[config.mk]
export PLATFORM = sky130hd
export DESIGN_NAME = vga7seg_display
export DESIGN_NICKNAME = d
export VERILOG_FILES = /design/src/rtl/vga7seg_display.sv
export SDC_FILE = /design/constraint.sdc
export NUM_CORES = 1
export LEC_CHECK = 0
export ABC_CLOCK_PERIOD_IN_PS = 2650
export CAP_MARGIN = 20
export CORE_MARGIN = 4
export CORE_UTILIZATION = 29
export CTS_CLUSTER_SIZE = 28
export DETAILED_ROUTE_END_ITERATION = 7
export GPL_TIMING_DRIVEN = 0
export MAX_ROUTING_LAYER = met4
export PLACE_DENSITY_LB_ADDON = 0.2
export REMOVE_ABC_BUFFERS = 1
export SYNTH_ARGS = -nofsm -noshare
export SYNTH_HDL_FRONTEND = slang
export SYNTH_SLANG_ARGS = --single-unit
[constraint.sdc]
create_clock -name clk -period 2.65 [get_ports clk]
set_input_delay 0.53 -clock clk [delete_from_list [all_inputs] [get_ports clk]]
set_output_delay 0.53 -clock clk [all_outputs]
set_load 0.005 [all_outputs]
[src/rtl/vga7seg_display.sv]
// 640x480@60 VGA timing generator that paints one large seven-segment digit.
// Define VGA7SEG_FRAME_LATCH_EN to sample seg once per frame (tear-free) instead of live.
module vga7seg_display #(
    parameter int H_DISPLAY_TIME = 640,
    parameter int H_PULSE_WIDTH  = 96,
    parameter int H_FRONT_PORCH  = 16,
    parameter int H_BACK_PORCH   = 48,
    parameter int H_SYNC_PULSE   = H_DISPLAY_TIME + H_PULSE_WIDTH + H_FRONT_PORCH + H_BACK_PORCH,
    parameter int V_DISPLAY_TIME = 480,
    parameter int V_PULSE_WIDTH  = 2,
    parameter int V_FRONT_PORCH  = 10,
    parameter int V_BACK_PORCH   = 29,
    parameter int V_SYNC_PULSE   = V_DISPLAY_TIME + V_PULSE_WIDTH + V_FRONT_PORCH + V_BACK_PORCH,
    parameter int HALF_WIDTH     = 15,
    parameter int HALF_LENGTH    = 60,
    parameter int H_POS          = 400,
    parameter int V_POS          = 320
) (
    input  logic       clk,
    input  logic       rst,
    input  logic [6:0] seg,
    input  logic       ce,
    output logic       h_sync,
    output logic       v_sync,
    output logic [3:0] pixel
);

    localparam logic [9:0]  H_LAST = 10'(H_SYNC_PULSE - 1);
    localparam logic [9:0]  V_LAST = 10'(V_SYNC_PULSE - 1);
    localparam logic [11:0] H_VIS  = 12'(H_DISPLAY_TIME);
    localparam logic [11:0] V_VIS  = 12'(V_DISPLAY_TIME);
    localparam logic [11:0] HS_LO  = 12'(H_DISPLAY_TIME + H_FRONT_PORCH);
    localparam logic [11:0] HS_HI  = 12'(H_DISPLAY_TIME + H_FRONT_PORCH + H_PULSE_WIDTH);
    localparam logic [11:0] VS_LO  = 12'(V_DISPLAY_TIME + V_FRONT_PORCH);
    localparam logic [11:0] VS_HI  = 12'(V_DISPLAY_TIME + V_FRONT_PORCH + V_PULSE_WIDTH);

    logic [9:0]  r_hc;
    logic [9:0]  r_vc;
    logic        r_h_sync;
    logic        r_v_sync;
    logic [3:0]  r_pixel;

    logic [11:0] w_x;
    logic [11:0] w_y;
    logic [6:0]  w_seg;
    logic [6:0]  w_hit;
    logic        w_visible;
    logic        w_hs_next;
    logic        w_vs_next;
    logic [3:0]  w_pixel_next;

    // Widen before comparing so that rectangle edges near zero never wrap.
    assign w_x = {2'b00, r_hc};
    assign w_y = {2'b00, r_vc};

`ifdef VGA7SEG_FRAME_LATCH_EN
    logic [6:0] r_seg_frame;

    always_ff @(posedge clk) begin
        if (rst) begin
            r_seg_frame <= 7'b0000000;
        end else if (ce && (r_hc == 10'd0) && (r_vc == 10'd0)) begin
            r_seg_frame <= seg;
        end
    end

    assign w_seg = r_seg_frame;
`else
    assign w_seg = seg;
`endif

    // One rectangle per segment; bit index follows seg[6]=a ... seg[0]=g.
    generate
        for (genvar gi = 0; gi < 7; gi++) begin : g_seg
            localparam bit HORIZ = (gi == 6) || (gi == 3) || (gi == 0);
            localparam int CX = HORIZ ? H_POS :
                                (((gi == 5) || (gi == 4)) ? H_POS + HALF_LENGTH : H_POS - HALF_LENGTH);
            localparam int CY = (gi == 6) ? V_POS - 2 * HALF_LENGTH :
                                (gi == 3) ? V_POS + 2 * HALF_LENGTH :
                                (gi == 0) ? V_POS :
                                (((gi == 5) || (gi == 1)) ? V_POS - HALF_LENGTH : V_POS + HALF_LENGTH);
            localparam int HX = HORIZ ? HALF_LENGTH : HALF_WIDTH;
            localparam int HY = HORIZ ? HALF_WIDTH : HALF_LENGTH;
            localparam logic [11:0] X_LO = 12'(CX - HX);
            localparam logic [11:0] X_HI = 12'(CX + HX);
            localparam logic [11:0] Y_LO = 12'(CY - HY);
            localparam logic [11:0] Y_HI = 12'(CY + HY);

            assign w_hit[gi] = w_seg[gi] && (w_x >= X_LO) && (w_x < X_HI)
                                         && (w_y >= Y_LO) && (w_y < Y_HI);
        end
    endgenerate

    assign w_visible    = (w_x < H_VIS) && (w_y < V_VIS);
    assign w_hs_next    = !((w_x >= HS_LO) && (w_x < HS_HI));
    assign w_vs_next    = !((w_y >= VS_LO) && (w_y < VS_HI));
    assign w_pixel_next = (w_visible && (|w_hit)) ? 4'hF : 4'h0;

    // Outputs trail the counters by one enabled cycle.
    always_ff @(posedge clk) begin
        if (rst) begin
            r_hc     <= 10'd0;
            r_vc     <= 10'd0;
            r_h_sync <= 1'b1;
            r_v_sync <= 1'b1;
            r_pixel  <= 4'h0;
        end else if (ce) begin
            r_h_sync <= w_hs_next;
            r_v_sync <= w_vs_next;
            r_pixel  <= w_pixel_next;
            if (r_hc == H_LAST) begin
                r_hc <= 10'd0;
                r_vc <= (r_vc == V_LAST) ? 10'd0 : r_vc + 10'd1;
            end else begin
                r_hc <= r_hc + 10'd1;
            end
        end
    end

    assign h_sync = r_h_sync;
    assign v_sync = r_v_sync;
    assign pixel  = r_pixel;

endmodule

After elaboration in Yosys (flattened, before gate mapping)
Cells that the tools add are included.
{"block": "word_totals", "mem_count": 0, "out_inout_bits": 6, "latchBits": 0, "mem_bits_ro": 0, "regBits": 26, "ram_bits": 0}
{"block": "classes", "mul": 0, "n_bitwise": 0, "n_lt_le_gt_ge": 22, "eq_ne": 2, "n_reduce_logical": 36, "mux": 3, "n_addsub": 2, "shifts": 0, "n_div": 0}
{"cell": "$lt A10 B9 Y1 const B", "n": 9}
{"cell": "$ge A10 B9 Y1 const B", "n": 7}
{"cell": "$logic_and A1 B1 Y1", "n": 32}
{"cell": "$add A10 B1 Y10 const B", "n": 2}
{"cell": "$eq A10 B10 Y1 const B", "n": 2}
{"cell": "$ge A10 B8 Y1 const B", "n": 2}
{"cell": "$lt A10 B10 Y1 const B", "n": 2}
{"cell": "$mux W10", "n": 2}
{"cell": "$ge A10 B10 Y1 const B", "n": 1}
{"cell": "$lt A10 B8 Y1 const B", "n": 1}
{"cell": "$reduce_or A7 Y1", "n": 1}
{"cell": "$mux W4", "n": 1}
{"cell": "$logic_not A1 Y1", "n": 2}
{"cell": "$reduce_and A2 Y1", "n": 1}

Logic depth before layout (Yosys ltp)
Gate-level depths: netlist (run 1).
{"block": "logic_depth", "ltp_word": 8, "depth_mapped": 8, "depth_no_buf": 7}

Least setup slack after synthesis (run 1)
No wires, ideal clock.
{"block": "synth_path", "kind": "register to register", "startpoint": "reg r_vc[1]", "endpoint": "reg r_pixel[2] (netlist: pixel[2])", "path_slack_ns": 0.989, "path_stages_with_launch": 8, "path_buffers": 0, "arrival_time_ns": 1.529, "setup_ns": 0.132, "required_time_ns": 2.518, "cell_sequence": "dfxtp_1 inv_1 ha_1 or3b_4 a32oi_1 a21oi_1 o31ai_2 a311oi_1"}
{"block": "synth_between", "elab_chain_cells": 6, "elab_cells_between_ends": 29, "classes_between": "11 x order compare; 1 x mux; 17 x reduce/logical"}
{"item": "start: declaration", "line_no": "38", "source": "logic [9:0] r_vc;"}
{"item": "start signal: assignment", "line_no": "113", "source": "r_vc <= (r_vc == V_LAST) ? 10'd0 : r_vc + 10'd1;"}
{"item": "$ge A10 B9 Y1 / $ge A10 B8 Y1 (equally long branches)", "line_no": "90", "source": "&& (w_y >= Y_LO) && (w_y < Y_HI);"}
{"item": "$logic_and A1 B1 Y1 (2 in a row)", "line_no": "90"}
{"item": "$reduce_or A7 Y1", "line_no": "97", "source": "assign w_pixel_next = (w_visible && (|w_hit)) ? 4'hF : 4'h0;"}
{"item": "$logic_and A1 B1 Y1 (*)", "line_no": "97"}
{"item": "$mux W4 (*)", "line_no": "97"}
{"item": "end signal: assignment", "line_no": "110", "source": "r_pixel <= w_pixel_next;"}
{"item": "end: declaration", "line_no": "41", "source": "logic [3:0] r_pixel;"}
Every way passes the cells marked *; elsewhere a longest branch is shown, timed or not.
A chain may end at the register's enable or synchronous reset.

Worst setup path after layout (run 1)
{"block": "layout_path", "startpoint": "in ce", "endpoint": "reg r_vc[0]"}
{"block": "layout_between", "elab_chain_cells": 1}
{"item": "start: declaration", "line_no": "22", "source": "input logic ce,"}
{"item": "$reduce_and A2 Y1 (no source line)"}
No other way between the ends.

==> results of run 1 <==
layout make-up:
type                       count  share of cell area, %
tap                           70                  4.909
clock buffer                   3                  2.314
inverter                       9                  1.893
sequential                    23                  25.81
timing repair buffer          15                  8.555
clock inverter                 1                 0.2805
multi-input combinational    151                  56.24
report_power, final:
group | switching (mW) | internal [mW] | leakage (nW)
Sequential | 0.00422 | 0.349 | 0.186
Clock | 0.115 | 0.105 | 0.0255
Combinational | 0.0181 | 0.0202 | 0.376
state kept, by name (all words and copies together) (netlist names):
signal	cells
h_sync	1
pixel	1
r_hc	10
r_vc	10
v_sync	1
routing by layer:
metal	wire length, um	GRT usage (%)	vias to the layer above	share of wire, %
li1	-	-	703	-
met1	1910	16.68	606	54
met2	1531	17.79	19	43
met3	77	1.302	2	2.2
met4	36	3.431	0	1.0
met5	0	-	-	0
critical path: cells and delay by family:
family	cells	cell delay (ns)
buffers and inverters	1	0.36
AND/OR/NAND/NOR	5	1.33
stage by stage:
step	worst slack, ns	hold WS (ns)	TNS, ns
2_1_floorplan	0.9890	0.4657	0
3_3_place_gp	-0.1496	0.4854	-1.379
3_5_place_dp	-0.1295	0.4909	-1.062
4_1_cts	0.1594	0.5080	0
5_1_grt	0.3675	0.5459	0
6_report	0.5712	0.5044	0
kinds of logic after synthesis:
| logic type | after synthesis | synth area share (%) |
|---|---|---|
| buffers and inverters | 26 | 9.442 |
| multiplexers | 1 | 0.6192 |
| XOR/XNOR | 17 | 9.210 |
| AO/OA/AOI/OAI | 31 | 13.70 |
| flip-flops | 23 | 28.48 |
| AND/OR/NAND/NOR | 95 | 33.13 |
| adder cells (fa/ha/maj) | 7 | 5.418 |
worst paths after layout:
| path | startpoint | endpoint | slack, ns | cells after the start |
|---|---|---|---|---|
| max | ce | r_vc[0] | 0.57 | 6 |
| min | r_vc[1] | r_vc[1] | 0.50 | 2 |
| max reg2reg | r_hc[4] | r_vc[0] | 0.62 | 5 |
| min reg2reg | r_vc[1] | r_vc[1] | 0.50 | 2 |
layout by cell type, fill, tap and decap left out, drive strengths merged, types with 6 or more instances in the layout:
| master | synthesis | routed |
|---|---|---|
| dfxtp | 23 | 23 |
| o21ai | 6 | 6 |
| nand4 | 8 | 8 |
| ha | 7 | 7 |
| and3 | 6 | 6 |
| xnor2 | 12 | 12 |
| clkdlybuf4s50 | 0 | 14 |
| inv | 9 | 9 |
| nand3 | 8 | 8 |
| a21oi | 8 | 8 |
| nor2 | 23 | 23 |
| nand2 | 19 | 19 |
| nand2b | 6 | 6 |
what timing repair did:
action | CTS | global route
endpoints found under the setup margin | 0 | 3
resized for setup | 0 | 1
setup buffers | 0 | 0
==> impl_metrics.py, run 1 <==
metrics = {
    "setup_path": {
        "cp_slowest_cell": "sky130_fd_sc_hd__nand2b_1",
        "crit_path_largest_cell_delay_ns": 0.37,
        "worst-endpoint-arrival_ns": 2.22,
        "crit_path_cell_trace": "dlymetal6s2s_1 > and4_4 > and3_1 > nand4_1 > nand2b_1 > nor2_1",
        "path_max_fanout": 11,
        "cp_data_required_time_ns": 2.79,
        "critical_path_class": "in2reg",
        "end_kind": "flop",
        "critical_path.startpoint_type": "input pin",
    },
    "synthesis": {
        "yosysSeqAreaShare_pct": 28.48,
        "syn_area_per_cell_um2": 8.083,
        "ys_top_cells_by_area": "sky130_fd_sc_hd__dfxtp_1 28%, sky130_fd_sc_hd__xnor2_1 6.5%, sky130_fd_sc_hd__ha_1 5.4%, sky130_fd_sc_hd__nor2_1 5.3%, sky130_fd_sc_hd__nand2_1 4.4%",
        "yosys_warnings": 0,
        "synth_common_cells": "23 x sky130_fd_sc_hd__dfxtp_1, 23 x sky130_fd_sc_hd__nor2_1, 19 x sky130_fd_sc_hd__nand2_1, 12 x sky130_fd_sc_hd__xnor2_1, 9 x sky130_fd_sc_hd__inv_1",
        "post_synth_inst_count": 200,
        "synth.top_cell.area_share_pct": 28.48,
        "synthesis.area_um2": 1617,
        "synth-main-ff-cell": "sky130_fd_sc_hd__dfxtp_1",
        "synth.largest_area_cell": "sky130_fd_sc_hd__dfxtp_1",
        "synth-edff-count": 0,
        "synthArstFlopShare_pct": 0,
        "synthDistinctLibCells": 51,
        "count_of_state_elements_after_synthesis": 23,
    },
    "final_layout": {
        "register_area_um2": 460.4,
        "layout.filler_cells": 592,
        "nNetsFinal": 220,
        "antenna_cells_inserted": 0,
        "final-instance-count-excl-fill": 272,
        "multi_input_area_um2": 1003,
        "drive_gt1_share_pct": 6.931,
        "synthToLayoutAreaGrowth_pct": 10.37,
        "layout.core_utilization_pct": 33.86,
        "final_cell_area_um2": 1784,
    },
    "routing": {
        "detail_route.wl_per_cell_um": 13.07,
        "post-route-drc-count": 0,
        "post_drt_via_cell_ratio": 4.890,
        "routed_wirelength_um": 3555,
        "drt_pre_antenna_iters": 4,
        "drt-initial-drc-count": 99,
        "vias": 1330,
        "antenna_violating_nets_post_route": 0,
    },
    "clock_tree": {
        "tritoncts": "built",
        "cts_hold_buffers": 0,
        "cts.reportedPaths.clkPinSlew_ns": 0.09,
        "insertion_delay_ns": 0.26,
        "cts-htree-levels": 1,
        "master_cell_of_the_clock_root_buffer": "sky130_fd_sc_hd__clkbuf_8",
        "cts_inserted_buffers": 3,
        "max-clock-path-buffers": 2,
        "cts.sinks": 23,
    },
    "hold_path": {
        "hold_path.class": "reg2reg",
    },
    "global_route": {
        "globalRouteOverflowTotal": 0,
        "grt_util_all_layers_pct": 11.84,
        "grt_pass1_vias": 1243,
        "number_of_antenna_violations_at_the_first_check_in_global_routing": 0,
        "pin_count_of_the_biggest_net_entering_global_routing": 14,
        "grt_first_pass_wirelength_um": 6141,
    },
    "power": {
        "vdd.ir_drop.worst_mv": 0.1319,
        "total_power_mw": 0.6106,
        "power.leakage_nw": 0.5870,
        "p_per_area_nw_per_um2": 342.2,
    },
    "timing": {
        "timing.slew.headroom_pct": 69.09,
        "finalSetupViolations": 0,
        "worst_pin_slew_ns": 0.4637,
        "finalWorstPathRequiredPeriod_ns": 2.079,
        "maximum_operating_frequency_ghz": 0.4811,
        "final.period_utilization_pct": 78.44,
        "grt_setup_unrepaired": "false",
        "drv_slew": 0,
        "final_hold_viol_count": 0,
        "clock_skew_after_layout_ns": 0.003251,
    },
    "job": {
        "drv_cap": 0,
    },
    "place": {
        "place_congestion": 0.8311,
        "port-buffer-count": 15,
        "post_dp_hpwl_um": 2649,
        "placed_cells": 268,
        "dpl-instance-area_um2": 1735,
    },
    "floorplan": {
        "floorplan.io_pins": 16,
        "design.die.area_um2": 6833,
        "dieHeight_um": 82.66,
        "initial_core_util_pct": 30.67,
        "rows": 26,
        "placeableCoreArea_um2": 5270,
        "die-width_um": 82.66,
    },
    "run_status": {
        "outcome": "finished clean",
    },
}
Note: power is estimated with default switching activity, not from simulation.
==> run 2: changes to the inputs <==
--- a/config.mk
+++ b/config.mk
@@ -5,7 +5,7 @@
 export SDC_FILE = /design/constraint.sdc
 export NUM_CORES = 1
 export LEC_CHECK = 0
-export ABC_CLOCK_PERIOD_IN_PS = 2650
+export ABC_CLOCK_PERIOD_IN_PS = 1800
 export CAP_MARGIN = 20
 export CORE_MARGIN = 4
 export CORE_UTILIZATION = 29
==> constraint.sdc (replaced) <==
create_clock -name clk -period 1.8 [get_ports clk]
set_input_delay 0.36 -clock clk [delete_from_list [all_inputs] [get_ports clk]]
set_output_delay 0.36 -clock clk [all_outputs]
set_load 0.005 [all_outputs]
==> impl_metrics.py, run 2 (same netlist as run 1, synthesis figures left out) <==
metrics = {
    "timing": {
        "clock_skew_after_layout_ns": 0.003180,
        "maximum_operating_frequency_ghz": 0.5655,
        "final.period_utilization_pct": 98.24,
        "final_hold_viol_count": 0,
        "finalSetupViolations": 0,
        "drv_slew": 0,
        "worst_pin_slew_ns": 0.4130,
        "finalWorstPathRequiredPeriod_ns": 1.768,
        "timing.slew.headroom_pct": 72.43,
        "grt_setup_unrepaired": "true",
        "hold-worst-slack_ns": 0.5159,
    },
    "routing": {
        "post_drt_via_cell_ratio": 4.916,
        "routed_metal_1_wirelength_um": 1876,
        "detail_route.wl_per_cell_um": 13.31,
        "vias": 1347,
        "antenna_violating_nets_post_route": 0,
        "dr_wl_met2_um": 1625,
        "routed_wirelength_um": 3646,
        "routed-wl-met3_um": 107,
        "post-route-drc-count": 0,
        "top_layer_used": "met4",
        "drt-initial-drc-count": 93,
        "drt_pre_antenna_iters": 4,
    },
    "final_layout": {
        "antenna_cells_inserted": 0,
        "final-instance-count-excl-fill": 274,
        "layout.core_utilization_pct": 34.78,
        "layout.filler_cells": 591,
        "drive_gt1_share_pct": 13.73,
        "mostFrequentLayoutCell": "sky130_fd_sc_hd__nor2_1",
        "synthToLayoutAreaGrowth_pct": 13.39,
        "nNetsFinal": 222,
        "layout_common_cells": "23 x sky130_fd_sc_hd__nor2_1, 19 x sky130_fd_sc_hd__nand2_1, 18 x sky130_fd_sc_hd__dfxtp_1",
        "biggestRegsByFlops": "r_hc x10, r_vc x10",
    },
    "global_route": {
        "pin_count_of_the_biggest_net_entering_global_routing": 14,
        "number_of_antenna_violations_at_the_first_check_in_global_routing": 0,
        "globalRouteOverflowTotal": 0,
        "grt_pass1_vias": 1253,
        "grt_util_all_layers_pct": 11.91,
        "grt_first_pass_wirelength_um": 6182,
    },
    "power": {
        "power.leakage_nw": 0.5903,
        "p_per_area_nw_per_um2": 489.9,
        "share_seq_of_total_power_pct": 57.7,
        "total_power_mw": 0.8981,
        "power.switching_mw": 0.2017,
        "pwr-share-comb_pct": 6.3,
        "cell_internal_pwr_mw": 0.6964,
        "power_frac_clock_pct": 36.0,
        "vdd.ir_drop.worst_mv": 0.2088,
        "p_sw_share_pct": 22.46,
    },
    "clock_tree": {
        "cts-htree-levels": 1,
        "max-clock-path-buffers": 2,
        "cts_inserted_buffers": 3,
        "cts.sinks": 23,
        "master_cell_of_the_clock_root_buffer": "sky130_fd_sc_hd__clkbuf_8",
        "cts.reportedPaths.clkPinSlew_ns": 0.09,
        "cts_hold_buffers": 0,
        "insertion_delay_ns": 0.26,
        "tritoncts": "built",
    },
    "setup_path": {
        "critical_path_class": "reg2reg",
        "path_max_fanout": 4,
        "worst-endpoint-arrival_ns": 1.91,
        "critical_path.startpoint_type": "flop",
        "cp_data_required_time_ns": 1.94,
        "end_kind": "flop",
        "r2r_setup_slack_ns": 0.03,
    },
    "floorplan": {
        "placeableCoreArea_um2": 5270,
        "floorplan.io_pins": 16,
        "design.die.area_um2": 6833,
        "initial_core_util_pct": 30.67,
        "die-width_um": 82.66,
        "dieHeight_um": 82.66,
        "rows": 26,
    },
    "hold_path": {
        "hold_path.class": "reg2reg",
    },
    "place": {
        "placed_cells": 268,
        "port-buffer-count": 15,
        "post_dp_hpwl_um": 2649,
        "place_congestion": 0.8311,
    },
    "job": {
        "drv_cap": 0,
    },
    "run_status": {
        "outcome": "finished clean",
    },
}
==> run 2: worst paths after layout <==
check	startpoint	to	cells after the start
setup / recovery	r_vc[1]	pixel[2]	7
hold / removal	v_sync	v_sync	2
setup reg to reg	r_vc[1]	pixel[2]	7
hold reg to reg	v_sync	v_sync	2
==> run 2: repair_timing <==
action	4_1_cts	5_1_grt
setup buffers	1	1
pin swaps	2	5
resized for setup	7	12
endpoints found under the setup margin	18	11
==> run 2: worst max-delay path, stage by stage (launching register included) <==
cell,delay [ns]
sky130_fd_sc_hd__dfxtp_2,0.34
sky130_fd_sc_hd__inv_2,0.06
sky130_fd_sc_hd__ha_4,0.15
sky130_fd_sc_hd__or3b_4,0.41
sky130_fd_sc_hd__a32oi_1,0.21
sky130_fd_sc_hd__a21oi_1,0.10
sky130_fd_sc_hd__o31ai_2,0.25
sky130_fd_sc_hd__a311oi_1,0.12
==> run 2: metrics by stage <==
| stage | area [um2] | worst slack, ns | TNS, ns |
|---|---|---|---|
| final | 1833 | 0.03172 | 0 |
| after global routing | 1833 | -0.05547 | -0.05547 |
| after CTS | 1799 | 0.004825 | 0 |
| after detailed placement | 1735 | -0.8095 | -10.17 |
| after global placement | 1735 | -0.8296 | -10.59 |
| after floorplan | 1498 | 0.1390 | 0 |
==> run 2: cell type report <==
type                            count  area (um2)  share of cell area [%]
Tap cell                           70       87.58                   4.778
Clock buffer                        3       41.29                   2.253
Inverter                            9       36.28                   1.980
Clock inverter                      1       5.005                  0.2730
Sequential cell                    23       469.2                   25.60
Multi-Input combinational cell    151        1033                   56.38
Timing Repair Buffer               17       160.2                   8.737
==> run 2: power groups by stage <==
| stage | registers [mW] | logic (mW) | clock network (mW) |
|---|---|---|---|
| CTS | 0.520 | 0.0577 | 0.342 |
| global placement | 0.532 | 0.0573 | 0 |
| finish | 0.518 | 0.0565 | 0.323 |
| detailed placement | 0.532 | 0.0576 | 0 |
| floorplan | 0.530 | 0.0251 | 0 |
| global route | 0.520 | 0.0643 | 0.365 |
==> run 2: layer usage <==
metal,track usage (%),vias up
met4,3.431,0
met3,1.302,2
li1,-,708
met5,-,-
met2,18.03,18
met1,16.68,619
==> run 3: changes to the inputs <==
--- a/config.mk
+++ b/config.mk
@@ -7,7 +7,6 @@
 export LEC_CHECK = 0
 export ABC_CLOCK_PERIOD_IN_PS = 1800
 export CAP_MARGIN = 20
-export CORE_MARGIN = 4
 export CORE_UTILIZATION = 29
 export CTS_CLUSTER_SIZE = 28
 export DETAILED_ROUTE_END_ITERATION = 7
==> impl_metrics.py, run 3 (same netlist as run 1, synthesis figures left out) <==
metrics = {
    "final_layout": {
        "nNetsFinal": 224,
        "layout_common_cells": "23 x sky130_fd_sc_hd__nor2_1, 19 x sky130_fd_sc_hd__nand2_1, 17 x sky130_fd_sc_hd__dfxtp_1",
        "antenna_cells_inserted": 0,
        "biggestRegsByFlops": "r_hc x10, r_vc x10",
        "final_cell_area_um2": 1856,
        "synthToLayoutAreaGrowth_pct": 14.78,
        "layout.filler_cells": 555,
        "register_area_um2": 470.5,
        "multi_input_area_um2": 1040,
        "mostFrequentLayoutCell": "sky130_fd_sc_hd__nor2_1",
        "drive_gt1_share_pct": 16.02,
    },
    "setup_path": {
        "worst-endpoint-arrival_ns": 1.95,
        "path_max_fanout": 4,
        "critical_path.startpoint_type": "flop",
        "cp_data_required_time_ns": 1.96,
        "critical_path_class": "reg2reg",
        "end_kind": "flop",
    },
    "timing": {
        "clock_skew_after_layout_ns": 0.006235,
        "timing.slew.headroom_pct": 73.29,
        "final.period_utilization_pct": 99.79,
        "maximum_operating_frequency_ghz": 0.5567,
        "finalWorstPathRequiredPeriod_ns": 1.796,
        "final_hold_viol_count": 0,
        "worst_pin_slew_ns": 0.3906,
        "grt_setup_unrepaired": "true",
        "drv_slew": 0,
        "fin_tns_setup_ns": 0,
        "postLayoutSetupSlackWorst_ns": 0.003784,
        "finalSetupViolations": 0,
    },
    "routing": {
        "routed_metal_1_wirelength_um": 1871,
        "detail_route.wl_per_cell_um": 13.26,
        "antenna_violating_nets_post_route": 0,
        "drt-initial-drc-count": 76,
        "post-route-drc-count": 0,
        "drt_pre_antenna_iters": 4,
        "top_layer_used": "met4",
        "vias": 1404,
        "routed_wirelength_um": 3661,
        "dr_wl_met2_um": 1612,
        "post_drt_via_cell_ratio": 5.087,
        "routed-wl-met3_um": 107,
    },
    "clock_tree": {
        "cts.sinks": 23,
        "max-clock-path-buffers": 2,
        "cts_inserted_buffers": 3,
        "insertion_delay_ns": 0.28,
        "cts.reportedPaths.clkPinSlew_ns": 0.09,
        "tritoncts": "built",
        "cts-htree-levels": 1,
        "cts_hold_buffers": 0,
        "master_cell_of_the_clock_root_buffer": "sky130_fd_sc_hd__clkbuf_8",
    },
    "place": {
        "port-buffer-count": 15,
        "dpl-instance-area_um2": 1735,
        "place_ws_ns": -0.8002,
        "place_congestion": 0.8165,
        "post_dp_hpwl_um": 2609,
    },
    "floorplan": {
        "design.die.area_um2": 5877,
        "die-width_um": 76.66,
        "initial_core_util_pct": 30.86,
        "placeableCoreArea_um2": 5238,
        "floorplan.io_pins": 16,
        "rows": 26,
        "dieHeight_um": 76.66,
    },
    "global_route": {
        "pin_count_of_the_biggest_net_entering_global_routing": 14,
        "grt_util_all_layers_pct": 13.58,
        "grt_pass1_vias": 1224,
        "globalRouteOverflowTotal": 0,
        "number_of_antenna_violations_at_the_first_check_in_global_routing": 0,
        "grt_first_pass_wirelength_um": 6203,
    },
    "hold_path": {
        "hold_path.class": "reg2reg",
    },
    "power": {
        "power.leakage_nw": 0.5997,
        "vdd.ir_drop.worst_mv": 0.2505,
        "p_per_area_nw_per_um2": 493.9,
    },
    "run_status": {
        "outcome": "finished clean",
    },
    "job": {
        "drv_cap": 0,
    },
}
run 3: cell count changes in the layout (fill, tap and decap cells not counted):
cell | previous run | this run
sky130_fd_sc_hd__buf_4 | 2 | 4
sky130_fd_sc_hd__a21oi_1 | 6 | 5
sky130_fd_sc_hd__a21oi_2 | 2 | 3
sky130_fd_sc_hd__dfxtp_1 | 18 | 17
sky130_fd_sc_hd__dfxtp_2 | 4 | 5
sky130_fd_sc_hd__nor2b_1 | 3 | 2
sky130_fd_sc_hd__nor2b_2 | 0 | 1
run 3: power by group:
part	internal, mW	total, mW	switching [mW]
sequential	0.512	0.518	0.00621
clock	0.155	0.340	0.184
combinational	0.0303	0.0586	0.0283
total	0.698	0.917	0.219
run 3: final timing paths:
check                from       end  slack [ns]  cells past startpoint
setup / recovery  r_vc[1]  pixel[2]       0.004                      7
hold / removal     v_sync    v_sync        0.50                      2
setup reg to reg  r_vc[1]  pixel[2]       0.004                      7
hold reg to reg    v_sync    v_sync        0.50                      2
run 3: critical path, stage by stage (launching register included):
cell and delay, ns:
sky130_fd_sc_hd__dfxtp_2 0.34, sky130_fd_sc_hd__inv_2 0.06, sky130_fd_sc_hd__ha_4 0.15, sky130_fd_sc_hd__or3b_4 0.41, sky130_fd_sc_hd__a32oi_1 0.23, sky130_fd_sc_hd__a21oi_1 0.11
sky130_fd_sc_hd__o31ai_2 0.26, sky130_fd_sc_hd__a311oi_1 0.13
run 3: area by class of cell:
class | instances | share of cell area [%]
clock buffers | 3 | 2.225
clock inverters | 1 | 0.2697
inverters | 9 | 1.955
multi-input cells | 151 | 56.04
flip-flops and latches | 23 | 25.35
well taps | 70 | 4.720
repair buffers | 19 | 9.440
run 3: through the flow:
stage / instances / power [mW] / hold WS (ns) / utilization (%)
6_report: 276 / 0.9165 / 0.5048 / 35.43
4_1_cts: 273 / 0.9310 / 0.5129 / 34.47
5_1_grt: 276 / 0.9544 / 0.5450 / 35.43
2_1_floorplan: 183 / 0.5551 / 0.4321 / -
3_5_place_dp: 268 / 0.5911 / 0.4927 / 33.13
3_3_place_gp: 268 / 0.5904 / 0.4861 / 33.13
run 3: what timing repair did:
action / in CTS / in global routing
setup endpoints to repair: 18 / 11
cloned: 0 / 0
buffers inserted: 1 / 3
pin swaps: 3 / 5
resized for setup: 8 / 14
run 3: metal layers:
| metal | vias to the layer above | GRT usage (%) |
|---|---|---|
| met5 | - | - |
| met4 | 0 | 6.346 |
| met3 | 5 | 1.429 |
| met2 | 24 | 18.75 |
| met1 | 659 | 19.47 |
| li1 | 716 | - |
